File: config.mk
export PLATFORM = sky130hd
export DESIGN_NAME = cog_ctr_seq
export DESIGN_NICKNAME = d
export VERILOG_FILES = /design/src/rtl/cog_ctr_seq.sv
export SDC_FILE = /design/constraint.sdc
export NUM_CORES = 1
export LEC_CHECK = 0
export CELL_PAD_IN_SITES_DETAIL_PLACEMENT = 1
export CELL_PAD_IN_SITES_GLOBAL_PLACEMENT = 1
export CORE_MARGIN = 1.5
export CORE_UTILIZATION = 41
export DETAILED_ROUTE_END_ITERATION = 7
export PLACE_DENSITY_LB_ADDON = 0.15
export SYNTH_ARGS = -nofsm -noshare
export SYNTH_HDL_FRONTEND = slang
export SYNTH_SLANG_ARGS = --single-unit
File: constraint.sdc
create_clock -name clk_cog -period 5.2 [get_ports clk_cog]
set_clock_uncertainty 0.2 [all_clocks]
set_input_delay 0.52 -clock clk_cog [delete_from_list [all_inputs] [get_ports clk_cog]]
set_output_delay 0.52 -clock clk_cog [all_outputs]
set_load 0.005 [all_outputs]
File: src/rtl/cog_ctr_seq.sv
`default_nettype none
// ============================================================================
// cog_ctr_seq : profile step sequencer sharing the cog counter write port
// Revision    : 1.0
// ============================================================================
module cog_ctr_seq #(
   parameter int DEPTH = 8,
   parameter int AW    = 3,
   parameter int DURW  = 16
) (
   input  logic            clk_cog,
   input  logic            nres,
   input  logic            ena,
   input  logic            prog_we,
   input  logic [AW-1:0]   prog_addr,
   input  logic [31:0]     prog_frq,
   input  logic [DURW-1:0] prog_dur,
   input  logic [31:0]     cfg_ctr,
   input  logic [AW-1:0]   cfg_last,
   input  logic            cfg_loop,
   input  logic            start,
   input  logic            stop,
   input  logic            cog_setctr,
   input  logic            cog_setfrq,
   input  logic            cog_setphs,
   input  logic [31:0]     cog_data,
   output logic            setctr,
   output logic            setfrq,
   output logic            setphs,
   output logic [31:0]     data,
   output logic            busy,
   output logic            done,
   output logic [AW-1:0]   step
);

   typedef enum logic [2:0] {
      IDLE   = 3'd0,
      S_CTR  = 3'd1,
      S_PHS  = 3'd2,
      S_FRQ  = 3'd3,
      S_HOLD = 3'd4,
      S_END  = 3'd5
   } state_t;

   state_t          r_state;
   state_t          w_adv_state;
   logic [AW-1:0]   w_adv_step;
   logic [DURW-1:0] r_hold;
   logic [DURW-1:0] w_dur_m1;
   logic            r_end_flag;
   logic            w_cog;

   logic [31:0]     r_frq_mem [DEPTH];
   logic [DURW-1:0] r_dur_mem [DEPTH];

   // Profile storage has no reset; entries are defined only once written.
   always_ff @(posedge clk_cog) begin
      if (prog_we) begin
         r_frq_mem[prog_addr] <= prog_frq;
         r_dur_mem[prog_addr] <= prog_dur;
      end
   end

   assign w_cog    = cog_setctr | cog_setfrq | cog_setphs;
   assign w_dur_m1 = (r_dur_mem[step] == '0) ? '0 : r_dur_mem[step] - DURW'(1);

   always_comb begin
      w_adv_state = S_FRQ;
      w_adv_step  = step + AW'(1);
      if (step == cfg_last) begin
         if (cfg_loop) begin
            w_adv_step = '0;
         end else begin
            w_adv_state = S_END;
            w_adv_step  = step;
         end
      end
   end

   always_ff @(posedge clk_cog or negedge nres) begin
      if (!nres) begin
         r_state    <= IDLE;
         r_hold     <= '0;
         r_end_flag <= 1'b0;
         setctr     <= 1'b0;
         setfrq     <= 1'b0;
         setphs     <= 1'b0;
         data       <= '0;
         busy       <= 1'b0;
         done       <= 1'b0;
         step       <= '0;
      end else begin
         setctr     <= cog_setctr;
         setfrq     <= cog_setfrq;
         setphs     <= cog_setphs;
         data       <= w_cog ? cog_data : 32'd0;
         done       <= r_end_flag;
         r_end_flag <= 1'b0;

         if (!ena) begin
            r_state <= IDLE;
            busy    <= 1'b0;
            done    <= 1'b0;
         end else if (!w_cog) begin
            // A cog write in this cycle leaves the whole FSM frozen so the
            // pending sequencer write is simply reissued next cycle.
            case (r_state)
               IDLE: begin
                  if (start && !stop) begin
                     r_state <= S_CTR;
                     step    <= '0;
                     busy    <= 1'b1;
                  end
               end
               S_CTR: begin
                  setctr  <= 1'b1;
                  data    <= cfg_ctr;
                  r_state <= stop ? S_END : S_PHS;
               end
               S_PHS: begin
                  setphs  <= 1'b1;
                  data    <= 32'd0;
                  r_state <= stop ? S_END : S_FRQ;
               end
               S_FRQ: begin
                  setfrq <= 1'b1;
                  data   <= r_frq_mem[step];
                  if (stop) begin
                     r_state <= S_END;
                  end else if (w_dur_m1 == '0) begin
                     r_state <= w_adv_state;
                     step    <= w_adv_step;
                  end else begin
                     r_hold  <= w_dur_m1;
                     r_state <= S_HOLD;
                  end
               end
               S_HOLD: begin
                  if (stop) begin
                     r_state <= S_END;
                  end else if (r_hold <= DURW'(1)) begin
                     r_hold  <= '0;
                     r_state <= w_adv_state;
                     step    <= w_adv_step;
                  end else begin
                     r_hold <= r_hold - DURW'(1);
                  end
               end
               S_END: begin
                  setctr     <= 1'b1;
                  data       <= 32'd0;
                  r_state    <= IDLE;
                  busy       <= 1'b0;
                  r_end_flag <= 1'b1;
               end
               default: begin
                  r_state <= IDLE;
                  busy    <= 1'b0;
               end
            endcase
         end
      end
   end

endmodule
`default_nettype wire

==> metrics.txt <==
status finished, final reports clean; placed cell areas 20,780 sq um; Die ar. 46,240 sq um; Worst setup SP type flip-flop; slew margin rel. between 20% and 30%; Mapped Area between 15,000 and 20,000 sq um; slowest library cell on the worst path dfrtp_4; maximum VDD drop 0.2476 mV; GR peak layer met2; Setup WS post-layout ~0.8 ns; Synth Register Bits 444; Setup Viol. Count Final 0; part of the cycle the worst path needs a little over four fifths; TritonCTS buffer count 47; post-synth top area share 62.55%; Pins Over Slew Limit 0; grt met1 use a little over a quarter; H-Tree Depth 2; synthesized area per cell around 18 sq um; antenna viol nets, final 0; maximum buffer depth of the clock tree 3; pwr/cell area 339.5 nW/um^2; Final #Nets between 1,000 and 1,500; setup bufs post-CTS 0; Async SR Flop Fraction between 10% and 20%; CTS tree yes; GR Overflow Total 0; Initial Util 41.60%; register area share after synthesis 70.70%; met2 Track Usage GR 31.57%; minimum clock period between 4 and 5 ns; Cells after DPL around 1,700; Residual DRC 0; Initial DRT Pass Iterations 5; Chip Width 215.0 microns; Final Hold Fails 0; Area Growth Syn to Fin 20.53%; post-synth top area cell edfxtp_1; # rows 77; most area-consuming cells after synthesis edfxtp_1, mux4_2, dfrtp_1, mux2i_1, mux4_1; core area 44,320 sq um; RePlAce Congestion 0.8143; number of cells produced by synthesis 1,007; unrepaired setup endpoints after global routing no; pre-CTS setup slack slightly above 0.8 ns; I/O pins 168; max cap viols 0; Die H 215.0 microns; Highest Clock Rate 227.3 MHz; critical path endpoint category flip-flop; Port Buffer Count 167; Crit Path Category reg2reg; setup TNS 0 ns; Cell Chain, Critical Path mux4_1 > mux2i_1 > and3_1 > nand4_1 > and4b_1 > a41oi_2 > nor3_2 > o21ai_4 > mux2_4; Max Fanout on Critical Path 33; vias in the first global route between 10,000 and 15,000; CP max stage delay a little over 0.8 ns; root buffer cell clkbuf_16; Non-Filler Instances 1,819; Clock Sinks roughly 440; path category of the worst min-delay check reg2reg; via/cell ratio 5.484; layout cells sized above 1 18.52%; post-synth cell types 79; DRT Wirelength 43,780 microns; initial antenna violation count 3; via count 9,975; GRT Total Usage 19.25%; Post-synth EDFFs 384; syn nets 1,139; first-pass GRT wire length 66,810 microns; final core area utilization 50.14%; fill count slightly above 4,000; DRT iter0 DRCs 629; DR WL/cell between 20 and 25 microns; WP data required 5.46 ns; latest clock arrival within the worst-skew pair 0.58 ns; predominant post-synthesis flop cell edfxtp_1; CTS clk-pin slew, worst paths about 0.060 ns; largest net degree at the start of global routing 61; yosys warns 0; LEAKAGE 7.100 nW; HPWL after DPL 26,310 microns; met3 usage 3.383%; Post-Layout Inst Area 22,220 sq um; CP arrival approximately 4.7 ns; Worst-Margin Slew 1.112 ns
==> synth_stat cells, drive strengths merged, types with 15 or more instances <==
library cell  instances
clkbuf               24
nand3                15
a22o                 32
dfrtp                60
mux2i                52
nand2                52
o21ai                60
nor2                 31
a21oi                17
buf                  31
edfxtp              384
o2bb2ai              16
nor3                 19
mux4                 93
==> logic make-up (layout without fill, tap and decap cells) <==
family,after synthesis,in the layout,share of synthesized area (%)
xor gates and xnor gates,12,12,0.5701
muxes,155,155,15.26
other,0,1,0
AOI/OAI and AO/OA,162,162,6.482
buffers and inverters,67,286,2.029
and+or+nand+nor,163,163,4.690
adders and majority gates,4,4,0.2715
DFF,444,444,70.70
==> layer usage <==
| layer | share of wire [%] | up-vias | routed length (microns) |
|---|---|---|---|
| met5 | 0.039 | - | 17 |
| met4 | 2.3 | 2 | 997 |
| met3 | 4.6 | 70 | 2032 |
| met2 | 48 | 236 | 21030 |
| met1 | 45 | 5192 | 19700 |
| li1 | - | 4475 | - |
==> area by class of cell <==
class                   instances  area (sq um)  area share [%]
inverters                      11         41.29          0.1858
diodes                          1         2.502         0.01126
flip-flops and latches        444         13040           58.71
clock buffers                  56          1210           5.445
clock inverters                26         217.7          0.9798
repair buffers                193          1867           8.402
well taps                     592         740.7           3.334
multi-input cells             496          5096           22.94
==> per-stage QoR <==
step	power (mW)	hold WS [ns]
6_report	7.544	0.2568
5_1_grt	7.775	0.2807
3_3_place_gp	4.451	0.2443
4_1_cts	7.632	0.2606
3_5_place_dp	4.463	0.2452
2_1_floorplan	4.214	0.02441
==> critical path: cells and delay by family, from the launching register on <==
kind | cells | cell delay [ns]
mux | 3 | 1.34
simple gates | 4 | 1.00
compound gates | 2 | 0.90
flops | 1 | 0.81
==> state kept, by name (all words and copies together) (netlist names), 3 cells and up <==
name	cells
step	3
r_hold	16
r_state	3
r_frq_mem	256
data	32
r_dur_mem	128
==> cell usage in the layout, fill, tap and decap left out, drive strengths merged, types with 3 or more instances in the layout <==
cell / n
nand4: 5
mux4: 93
nand2b: 5
buf: 26
xnor2: 10
edfxtp: 384
ha: 4
nand3: 15
mux2: 10
or3: 4
inv: 11
nor3: 19
a41oi: 3
clkdlybuf4s50: 166
o21ai: 60
o31ai: 3
nand2: 52
dfrtp: 60
and2: 8
mux2i: 52
o32ai: 3
nor4: 3
o22ai: 7
o2bb2ai: 16
a31oi: 4
clkinv: 22
a22o: 32
clkbuf: 56
o21bai: 3
a21oi: 17
nor2: 31
bufinv: 3
and4: 4
==> path summary, 6_finish.rpt <==
path                            startpoint        end  slack, ns  cells past startpoint
worst min register to register  r_end_flag       done       0.26                      1
worst max register to register     step[0]  r_hold[0]       0.80                      9
worst min-delay path            r_end_flag       done       0.26                      1
max in group asynchronous             nres    step[2]       3.68                      2
worst max-delay path               step[0]  r_hold[0]       0.80                      9
min in group asynchronous             nres  r_hold[5]       0.41                      2
==> where the power goes <==
group,switching (mW),leakage [nW],internal (mW)
clock,1.36,0.701,1.80
sequential,0.0294,4.25,4.00
combinational,0.175,2.15,0.181
==> repair_timing <==
item,in CTS,in global routing
endpoints found under the hold margin,60,0
resized for setup,0,0
hold buffers,1,0
Power figures use the tool's default switching activity.
